<file path="src/rtl/ro_ctrl_pkg.sv">
// Shared definitions for the RO capture controller: sequencer states and default widths.
package ro_ctrl_pkg;

    localparam int DEF_CNT_WIDTH     = 32;
    localparam int DEF_TIMEOUT_WIDTH = 20;

    typedef enum logic [2:0] {
        IDLE,
        ARM,
        PRE,
        TRIG,
        CAPTURE,
        DRAIN,
        DONE
    } state_t;

endpackage

</file>
<file path="src/rtl/capture_sequencer.sv">
// Sequences one RO capture run: sensor start, delayed RSA trigger, sample counting,
// DMA drain with timeout, and sticky status reporting.
module capture_sequencer
    import ro_ctrl_pkg::*;
#(
    parameter int CNT_WIDTH     = DEF_CNT_WIDTH,
    parameter int TIMEOUT_WIDTH = DEF_TIMEOUT_WIDTH
) (
    input  logic                 clk,
    input  logic                 rst_n,
    input  logic                 go,
    input  logic                 abort,
    input  logic [CNT_WIDTH-1:0] num_samples,
    input  logic [CNT_WIDTH-1:0] pre_trigger,
    input  logic                 sample_valid,
    input  logic                 rsa_done,
    input  logic                 wr_done,
    output logic                 ro_go,
    output logic                 rsa_go,
    output logic                 busy,
    output logic                 done,
    output logic                 err_timeout,
    output logic                 rsa_seen,
    output logic [CNT_WIDTH-1:0] sample_count
);

    localparam logic [CNT_WIDTH-1:0]     CNT_ONE = {{(CNT_WIDTH-1){1'b0}}, 1'b1};
    localparam logic [TIMEOUT_WIDTH-1:0] TO_ONE  = {{(TIMEOUT_WIDTH-1){1'b0}}, 1'b1};
    // Value of the drain counter in the last DRAIN cycle before timeout.
    localparam logic [TIMEOUT_WIDTH-1:0] TO_LAST = {{(TIMEOUT_WIDTH-1){1'b1}}, 1'b0};

    state_t                 r_state;
    state_t                 w_state_nxt;
    logic [CNT_WIDTH-1:0]   r_num;
    logic [CNT_WIDTH-1:0]   r_pre;
    logic [CNT_WIDTH-1:0]   r_cnt;
    logic [CNT_WIDTH-1:0]   w_cnt_nxt;
    logic [TIMEOUT_WIDTH-1:0] r_to;
    logic                   r_err;
    logic                   r_seen;
    logic                   w_go_acc;
    logic                   w_abort;
    logic                   w_counting;
    logic                   w_full;
    logic                   w_to_exp;

    always_comb begin
        w_state_nxt = r_state;
        w_abort     = abort && (r_state != IDLE);
        w_go_acc    = go && !abort && ((r_state == IDLE) || (r_state == DONE));
        w_counting  = (r_state == PRE) || (r_state == TRIG) || (r_state == CAPTURE);
        w_cnt_nxt   = r_cnt;
        if (w_counting && sample_valid && (r_cnt < r_num))
            w_cnt_nxt = r_cnt + CNT_ONE;
        w_full      = w_counting && (w_cnt_nxt == r_num);
        w_to_exp    = (r_to == TO_LAST);

        case (r_state)
            IDLE, DONE: if (w_go_acc) w_state_nxt = (num_samples == '0) ? DONE : ARM;
            ARM:        w_state_nxt = (r_pre == '0) ? TRIG : PRE;
            // A fill during PRE wins over the trigger, so rsa_go is never issued.
            PRE:        if (w_full) w_state_nxt = DRAIN;
                        else if (r_pre == CNT_ONE) w_state_nxt = TRIG;
            TRIG:       w_state_nxt = w_full ? DRAIN : CAPTURE;
            CAPTURE:    if (w_full) w_state_nxt = DRAIN;
            DRAIN:      if (wr_done || w_to_exp) w_state_nxt = DONE;
            default:    w_state_nxt = IDLE;
        endcase

        if (w_abort) w_state_nxt = IDLE;
    end

    always_ff @(posedge clk or negedge rst_n) begin
        if (!rst_n) begin
            r_state <= IDLE;
            r_num   <= '0;
            r_pre   <= '0;
            r_cnt   <= '0;
            r_to    <= '0;
            r_err   <= 1'b0;
            r_seen  <= 1'b0;
        end else begin
            r_state <= w_state_nxt;
            if (w_go_acc) begin
                r_num  <= num_samples;
                r_pre  <= pre_trigger;
                r_cnt  <= '0;
                r_err  <= 1'b0;
                r_seen <= 1'b0;
            end else if (!w_abort) begin
                r_cnt <= w_cnt_nxt;
                if ((r_state == PRE) && (r_pre != '0))
                    r_pre <= r_pre - CNT_ONE;
                if (rsa_done && ((r_state == TRIG) || (r_state == CAPTURE) || (r_state == DRAIN)))
                    r_seen <= 1'b1;
                if ((r_state == DRAIN) && !wr_done && w_to_exp)
                    r_err <= 1'b1;
            end
            r_to <= ((r_state == DRAIN) && !w_abort) ? r_to + TO_ONE : '0;
        end
    end

    assign ro_go        = (r_state == ARM);
    assign rsa_go       = (r_state == TRIG);
    assign busy         = (r_state != IDLE) && (r_state != DONE);
    assign done         = (r_state == DONE);
    assign err_timeout  = r_err;
    assign rsa_seen     = r_seen;
    assign sample_count = r_cnt;

endmodule

</file>
<file path="config.mk">
export PLATFORM = sky130hd
export DESIGN_NAME = capture_sequencer
export DESIGN_NICKNAME = d
export VERILOG_FILES = /design/src/rtl/ro_ctrl_pkg.sv /design/src/rtl/capture_sequencer.sv
export SDC_FILE = /design/constraint.sdc
export NUM_CORES = 1
export LEC_CHECK = 0
export ABC_AREA = 1
export BUFFER_PORTS_ARGS = -buffer_cell sky130_fd_sc_hd__buf_2
export CAP_MARGIN = 10
export CORE_MARGIN = 1
export CORE_UTILIZATION = 64
export CTS_CLUSTER_DIAMETER = 60
export CTS_CLUSTER_SIZE = 8
export DETAILED_ROUTE_END_ITERATION = 7
export PLACE_DENSITY_LB_ADDON = 0.3
export SETUP_SLACK_MARGIN = 0.05
export SYNTH_ARGS = -nofsm -noshare
export SYNTH_HDL_FRONTEND = slang
export SYNTH_SLANG_ARGS = --single-unit
export TNS_END_PERCENT = 5
</file>
<file path="constraint.sdc">
create_clock -name clk -period 7.5 [get_ports clk]
set_input_delay 1.5 -clock clk [delete_from_list [all_inputs] [get_ports clk]]
set_output_delay 1.5 -clock clk [all_outputs]
set_load 0.005 [all_outputs]
</file>
==> flow_summary.toml, run 1 <==
[grt]
grt_start_max_net_pins = 91
grt_pass1_wl_um = 42200
overflow = 0
grtUsageTotal_pct = 38.4
antenna_found_initial = 0
first_global_vias = 8621

[floorplanning]
die_w_um = 118
die-area_um2 = 14000
pin_count = 109
die_height_um = 118
row_count = 42
start_util_pct = 65.5
core_um2 = 13200

[sta]
grt_setup_unrepaired = "false"
setup_violations = 0
min_period_over_period_pct = 55.1
setup_tns_ns = 0
slew_headroom_pct = 38.8
hold_viol_final = 0
fmax_mhz = 242
tightestPinTransition_ns = 0.917
slew_violations = 0
period_minus_slack_ns = 4.13
skew_ns = 0.0116

[synthesis]
yosys.area_share.adder_pct = 5.22
ys_seq_area_share_pct = 35.1
synthSimpleGateAreaFrac_pct = 33.6
ys_async_sr_fraction_pct = 100
syn_nets = 1356
synth_warnings = 0
syn_avg_cell_area_um2 = 6.92
synth_edf_count = 0
syn_area_um2 = 8640
synth_compound_area_share_pct = 12.8
synthXorXnorAreaFrac_pct = 4.77
ys_ff_latch = 121
synth_flop_cell = "dfrtp_1"
syn_inst = 1249
synth_top_area_share_pct = 35.1
synth_common_cells = "nand2_1 (307), inv_1 (145), nor2_1 (141), dfrtp_1 (121), nand3_1 (96)"
synth_top_family_by_area = "simple AND/OR/NAND/NOR gates"
yosysMostFrequentCell = "nand2_1"
ys_types = 44
synth_largest_area_cell = "dfrtp_1"
yosys-top-cells-area = "dfrtp_1 (35%), nand2_1 (13%), inv_1 (6.3%)"
synth_mux_area_share_pct = 0

[power_and_ir_drop]
max-vdd-ir-drop_v = 0.000199
power_density_nw_per_um2 = 393
p_leak_nw = 4.72

[place]
placed_cell_area_um2 = 9270
dpl.hpwl_um = 18100
io_buffers = 108
gp_congestion = 1.00

[clocking]
htree_levels = 4
cts_resized = 0
cts_hold_buf = 0
cts_max_path_buffers = 2
cts_inserted_buffers = 17
clock-root-buffer = "clkbuf_16"
path_clk_slew_ns = 0.06
cts_tree = "done"
clk_latency_ns = 0.43
cts.sinks = 121
cts_setup_buffers = 0

[routing]
vias = 9093
drt_iter0_drc = 1071
highest_layer = "met4"
via_per_inst = 5.94
dr.pass1.iters = 7
wl_met3_um = 2250
routed_wl_um = 25900
ant_nets = 0
routedWlPerCell_um = 16.9
route.detailed.drc = 0
routed-wl-met2_um = 12500
wl_met1_um = 10300

[final_layout]
final_cell_area_um2 = 9920
antenna_cells = 0
area_growth_pct = 14.8
final_layout_size_suffix_gt1_share_pct = 13.1
num-fill-cells = 1045
multiInputGateArea_um2 = 4870
regArea_um2 = 3030
nets = 1451

[critical_path]
crit_required_ns = 7.81
crit_chain = "ha_1 > a21oi_1 > o21ai_0 > a21oi_1 > nand2_1 > nand2_4 > nand3_4 > inv_4 > nand2_1 > o21ai_0 > inv_1 > nand2_1 > nand2_1 > nor2_1 > nand2_1 > nor2_2 > nand2_2 > nand2_1 > nand3_1 > nand2_1 > nand2_1"
cp_max_fo = 37
rr_worst_depth = 21
start_kind = "flop"
cp_top_family = "simple AND/OR/NAND/NOR gates"
cp_num_buf_inv = 2
timing.critical_path.mode_cell = "nand2_1"
cp_slowest_cell = "dfrtp_1"
ff2ff_setup_slack_ns = 3.37
end_kind = "flop"
r2r-start = "sample_count[13]"
crit_type = "flop to flop"
reg2reg_to = "r_state[1]"
critPathMaxStageDelay_ns = 0.48
crit_arrival_ns = 4.44

[run_status]
outcome = "finished, final reports clean"

[worst_hold_path]
hp-start = "r_to[0]"
min_path_cells = 1
hold_path_end = "r_to[0]"
worstHoldPathType = "flop to flop"

[job]
drv_cap = 0
## routing by layer
layer,vias to the layer above,track usage (%)
met5,-,0
met2,454,64.4
met3,84,7.34
met1,4217,48.2
met4,0,16.7
li1,4338,-
## cells by family after synthesis
family	count (synthesis)
flip-flops	121
adder cells (fa/ha/maj)	36
XOR/XNOR	47
AND/OR/NAND/NOR	661
buffers and inverters	189
AO/OA/AOI/OAI	195
## worst max-delay path by stage
| stage | cells after the start | to | start |
|---|---|---|---|
| floorplan | 15 | r_state[1] | sample_valid |
| global placement | 11 | r_pre[11] | abort |
| detailed placement | 11 | r_pre[11] | abort |
| CTS | 11 | r_pre[11] | abort |
| global route | 21 | r_state[1] | sample_count[13] |
| finish | 21 | r_state[1] | sample_count[13] |
## final cells by class
type / count / share of cell area [%]
Multi-Input combinational cell: 939 / 49.1
Sequential cell: 121 / 30.5
Timing Repair Buffer: 115 / 6.08
Inverter: 150 / 5.70
Clock buffer: 18 / 4.43
Tap cell: 176 / 2.22
Clock inverter: 13 / 1.96
## per-stage QoR
step / cells / hold slack (ns) / total power, W / utilization (%) / worst slack, ns
floorplan: 1249 / 0.454 / 0.00239 / - / 4.48
global placement: 1500 / 0.474 / 0.00286 / 70.3 / 2.96
detailed placement: 1500 / 0.478 / 0.00292 / 70.3 / 2.89
CTS: 1531 / 0.497 / 0.00385 / 75.1 / 3.27
global route: 1532 / 0.529 / 0.00417 / 75.2 / 3.09
finish: 1532 / 0.493 / 0.00390 / 75.2 / 3.37
## flip-flops by register name, summed over array words and instances, names as in the netlist
register      cells
err_timeout       1
r_num            32
r_pre            32
r_state           3
r_to             20
rsa_seen          1
sample_count     32
## report_power, final
part	switching, W	internal [W]	total (W)
clock network	0.000323	0.000566	0.000890
logic	0.00121	0.000632	0.00184
registers	0.000280	0.000889	0.00117
total	0.00181	0.00209	0.00390
## cells in the final DEF (no fill, tap or decap), types with 4 or more instances in the layout
cell type | netlist | layout
a21oi_1 | 41 | 41
a31oi_1 | 7 | 7
buf_2 | 9 | 107
buf_4 | 1 | 7
bufinv_16 | 0 | 4
clkbuf_16 | 0 | 17
dfrtp_1 | 121 | 121
ha_1 | 36 | 36
inv_1 | 145 | 145
inv_2 | 4 | 4
nand2_1 | 307 | 307
nand2_2 | 4 | 4
nand3_1 | 96 | 96
nand4_1 | 43 | 43
nor2_1 | 141 | 141
nor2_2 | 6 | 6
nor3_1 | 35 | 35
nor4_1 | 14 | 14
o211ai_1 | 4 | 4
o21ai_0 | 93 | 93
o22ai_1 | 29 | 29
or2_2 | 4 | 4
xor2_1 | 46 | 46
No activity file was read; power rests on OpenSTA's default activity.
==> run 2: changes to the inputs <==
Settings changed: CORE_UTILIZATION 64 to 59.
Clock period 7.5 ns to 4 ns, I/O delays scaled along.
==> run 2 against run 1 <==
  * Critical path type unchanged
  * Clock power is 83% higher
  * Register-to-register slack worse by 3.0 ns
  * Critical path depth is 2 higher
  * Combinational power is 91% higher
  * Die area is 8.3% higher
  * Maximum frequency is 13% higher
  * First-iteration DRC count is 12% lower
  * Flip-flop and latch count stayed put
  * Non-clock buffer count is 9 higher
  * Worst hold slack worse by 0.084 ns
  * Sequential power is 85% higher
  * Critical endpoint unchanged
  * Routed wire length is 2.7% higher
  * Largest cell class unchanged
==> flow_summary.toml, run 2 (same netlist as run 1, synthesis figures left out) <==
[clocking]
cts_setup_buffers = 0
clk_latency_ns = 0.43
htree_levels = 4
cts_inserted_buffers = 17
clock-root-buffer = "clkbuf_16"
cts_resized = 0
path_clk_slew_ns = 0.06
cts.sinks = 121
cts_hold_buf = 0
cts_max_path_buffers = 2
cts_tree = "done"

[floorplanning]
die_w_um = 123
row_count = 43
die-area_um2 = 15100
pin_count = 109
core_um2 = 14100
die_height_um = 123
start_util_pct = 61.3

[sta]
tightestPinTransition_ns = 0.888
fmax_mhz = 273
slew_headroom_pct = 40.8
hold_viol_final = 0
grt_setup_unrepaired = "false"
min_period_over_period_pct = 91.7
slew_violations = 0
setup_violations = 0
skew_ns = 0.00831
period_minus_slack_ns = 3.67
setup_tns_ns = 0
fin_ws_ns = 0.331

[grt]
grt_pass1_wl_um = 41200
grtUsageTotal_pct = 35.8
antenna_found_initial = 2
grt_start_max_net_pins = 91
overflow = 0
first_global_vias = 8354

[critical_path]
timing.critical_path.mode_cell = "nand2_1"
crit_arrival_ns = 3.99
cp_slowest_cell = "dfrtp_1"
rr_worst_depth = 23
crit_required_ns = 4.32
cp_num_cells = 23
crit_type = "flop to flop"
cp_max_fo = 20
cp_top_family = "simple AND/OR/NAND/NOR gates"
end_kind = "flop"
crit_chain = "ha_1 > a21oi_1 > nor2_1 > nor3_1 > nand2_1 > nand2_1 > nand2_1 > nand2_4 > nand3_4 > nand2_1 > nand2_1 > nand2_1 > nand2_1 > nor2_1 > nand2_1 > nor2_1 > nand2_1 > nor2_2 > nand2_2 > nand2_1 > nand2_1 > nand3_1 > nand2_1"
start_kind = "flop"
critPathMaxStageDelay_ns = 0.46
cp_num_buf_inv = 0

[routing]
drt_iter0_drc = 938
routedWlPerCell_um = 17.2
route.detailed.drc = 0
via_per_inst = 5.91
vias = 9155
routed_wl_um = 26600
ant_nets = 0
dr.pass1.iters = 6

[place]
gp_congestion = 1.03
placed_cell_area_um2 = 9350
pre_cts_slack_ns = 0.311
io_buffers = 108
dpl.hpwl_um = 19000

[run_status]
outcome = "finished, final reports clean"

[worst_hold_path]
worstHoldPathType = "input pin to async pin"

[power_and_ir_drop]
power_density_nw_per_um2 = 733
clkPwrFrac_pct = 22.3
seqPwrFrac_pct = 29.5
p_comb_share_pct = 48.1
swShare_pct = 46.8
max-vdd-ir-drop_v = 0.000426
p_leak_nw = 4.75
p_sw_w = 0.00342
intPower_w = 0.00390

[final_layout]
num-fill-cells = 1227
final_cell_area_um2 = 9980
final_layout_size_suffix_gt1_share_pct = 13.8
regArea_um2 = 3030
final_cell_mix = "nand2_1 (307), inv_1 (145), nor2_1 (141)"
area_growth_pct = 15.5
layout_commonest_cell = "nand2_1"
nets = 1461
multiInputGateArea_um2 = 4880

[job]
drv_cap = 0
## run 2: worst reg2reg max path: cells and delay by family (launching register included)
kind	cells	cell delay (ns)
AND/OR/NAND/NOR	21	2.62
flip-flops	1	0.46
adder cells (fa/ha/maj)	1	0.34
AO/OA/AOI/OAI	1	0.14
## run 2: path summary, 6_finish.rpt
path,start,endpoint,slack [ns]
max in group asynchronous,rst_n,sample_count[4],2.73
worst min-delay path,rst_n,r_num[16],0.41
worst min register to register,r_to[0],r_to[0],0.49
worst max-delay path,sample_count[5],r_state[1],0.33
worst max register to register,sample_count[5],r_state[1],0.33
min in group clk,r_to[0],r_to[0],0.49
## run 2: final cells by class
cell class                      count  area share [%]
Multi-Input combinational cell    940            48.9
Sequential cell                   121            30.3
Timing Repair Buffer              124            6.64
Inverter                          150            5.67
Clock buffer                       19            4.54
Tap cell                          180            2.26
Clock inverter                     13            1.65
Antenna cell                        1          0.0251
## run 2: power groups by stage
stage / clock network (W) / logic [W] / registers (W)
after global routing: 0.00168 / 0.00395 / 0.00220
after global placement: 0 / 0.00332 / 0.00215
after CTS: 0.00163 / 0.00343 / 0.00214
after floorplan: 0 / 0.00244 / 0.00204
after detailed placement: 0 / 0.00340 / 0.00216
final: 0.00163 / 0.00352 / 0.00216
## run 2: through the flow
stage | std cells | util (%) | hold slack [ns] | total power [W]
floorplan | 1249 | - | 0.454 | 0.00448
global placement | 1514 | 66.3 | 0.473 | 0.00547
detailed placement | 1514 | 66.3 | 0.484 | 0.00555
CTS | 1546 | 70.7 | 0.441 | 0.00721
global route | 1547 | 70.8 | 0.466 | 0.00784
finish | 1548 | 70.8 | 0.409 | 0.00732
## run 2: routing by layer
metal	share of wire [%]	global-route usage, %	wire length (um)
met5	0	0	0
met4	4.2	16.0	1110
met1	40	45.1	10700
met3	9.3	8.72	2490
met2	46	58.3	12300
==> run 3: changes to the inputs <==
Settings changed: BUFFER_PORTS_ARGS -buffer_cell sky130_fd_sc_hd__buf_2 to -buffer_cell sky130_fd_sc_hd__buf_4.
==> run 3 against run 2 <==
  * Clock power increased by 4%
  * Via count increased by 0.47%
  * Non-clock buffer count decreased by 3
  * Cell count decreased by 0.32%
  * Core utilization increased by 1.9 points
  * Worst setup slack got worse by 0.0034 ns
  * Register-to-register slack about the same
  * Critical path depth decreased by 6
  * Routed wire length about the same
  * Sequential share of layout area decreased by 0.80 points
  * Critical path type unchanged
  * Largest cell class unchanged
  * Largest power group unchanged
  * Highest routed layer unchanged
==> flow_summary.toml, run 3 (same netlist as run 1, synthesis figures left out) <==
[final_layout]
nets = 1457
multiInputGateArea_um2 = 4870
final_layout_size_suffix_gt1_share_pct = 13.5
final_cell_mix = "nand2_1 (307), inv_1 (145), nor2_1 (141)"
layout_commonest_cell = "nand2_1"
area_growth_pct = 18.7
num-fill-cells = 1197
antenna_cells = 0
regArea_um2 = 3030
final_cells = 1543

[power_and_ir_drop]
max-vdd-ir-drop_v = 0.000429
power_density_nw_per_um2 = 727
p_leak_nw = 4.83

[clocking]
cts.sinks = 121
cts_setup_buffers = 0
cts_tree = "done"
htree_levels = 4
clk_latency_ns = 0.43
cts_hold_buf = 0
path_clk_slew_ns = 0.06
cts_inserted_buffers = 17
cts_resized = 0
cts_max_path_buffers = 2
clock-root-buffer = "clkbuf_16"

[sta]
min_period_over_period_pct = 91.8
slew_headroom_pct = 29.5
grt_setup_unrepaired = "false"
tightestPinTransition_ns = 1.06
slew_violations = 0
skew_ns = 0.0111
period_minus_slack_ns = 3.67
setup_violations = 0
hold_viol_final = 0
fmax_mhz = 272
setup_tns_ns = 0

[critical_path]
crit_type = "flop to flop"
r2r-start = "sample_count[23]"
critPathMaxStageDelay_ns = 0.47
ff2ff_setup_slack_ns = 0.33
end_kind = "flop"
cp_slowest_cell = "dfrtp_1"
timing.critical_path.mode_cell = "nand3_1"
cp_max_fo = 28
critPathLaunch = "sample_count[23]"
crit_required_ns = 4.36
reg2reg_to = "r_state[0]"
crit_chain = "ha_1 > a21oi_1 > o21a_1 > a21oi_1 > nor2_4 > nand3_4 > inv_4 > nand2_1 > nand3_1 > nand3_1 > nor2_1 > nand3_1 > nor2_2 > nand2_2 > a21oi_4 > nand3_1 > nand2_1"
crit_arrival_ns = 4.04
start_kind = "flop"
rr_worst_depth = 17

[worst_hold_path]
hold_path_end = "r_to[0]"
min_path_cells = 1
hp-start = "r_to[0]"
worstHoldPathType = "flop to flop"

[routing]
routed_wl_um = 26600
via_per_inst = 5.96
dr.pass1.iters = 6
routedWlPerCell_um = 17.3
ant_nets = 0
vias = 9198
route.detailed.drc = 0
drt_iter0_drc = 974

[floorplanning]
core_um2 = 14100
die_height_um = 123
pin_count = 109
row_count = 43
die-area_um2 = 15100
die_w_um = 123
start_util_pct = 61.3

[grt]
overflow = 0
first_global_vias = 8699
grtUsageTotal_pct = 36.7
grt_pass1_wl_um = 42400
grt_start_max_net_pins = 91
antenna_found_initial = 0

[place]
dpl.hpwl_um = 19100
gp_congestion = 1.03
placed_cells = 1511
io_buffers = 108

[job]
drv_cap = 0

[run_status]
outcome = "finished, final reports clean"
==> run 3: worst max-delay path by stage <==
stage	end	slack (ns)	cells past startpoint
global placement	r_state[2]	0.52	20
finish	r_state[0]	0.33	17
global route	r_state[0]	0.07	20
detailed placement	r_state[2]	0.42	19
floorplan	r_state[1]	1.34	19
CTS	r_state[2]	0.41	19
==> run 3: critical path, delay by kind of cell (launching register included) <==
kind / cells / cell delay, ns
flops: 1 / 0.47
buf+inv: 1 / 0.33
fa+ha+maj: 1 / 0.35
simple gates: 11 / 1.89
compound gates: 4 / 0.54
==> run 3: power by group <==
group	internal, W	switching (W)	total (W)
Clock	0.00108	0.000619	0.00170
Combinational	0.00128	0.00229	0.00358
Sequential	0.00167	0.000509	0.00218
Total	0.00404	0.00342	0.00746
==> run 3: final cells by class <==
class | count | area share [%]
well taps | 180 | 2.20
clock inverters | 12 | 1.82
inverters | 150 | 5.52
clock buffers | 20 | 4.46
repair buffers | 121 | 8.98
multi-input cells | 939 | 47.5
flip-flops and latches | 121 | 29.5
==> run 3: metrics by stage <==
stage	util, %	instance area, um^2	setup WS [ns]	hold WS (ns)	total power [W]
after global routing	72.7	10200	0.0670	0.524	0.00797
after CTS	72.7	10200	0.406	0.493	0.00738
final	72.7	10200	0.328	0.489	0.00746
after global placement	68.2	9610	0.518	0.472	0.00554
after detailed placement	68.2	9610	0.415	0.479	0.00564
after floorplan	-	8640	1.34	0.454	0.00448
==> run 3: metal layers <==
metal,up-vias,track usage [%],part of all wire [%]
met5,-,0,0
met4,0,18.3,4.5
met3,93,7.01,8.0
met2,455,60.4,47
met1,4294,46.1,40
li1,4356,-,-
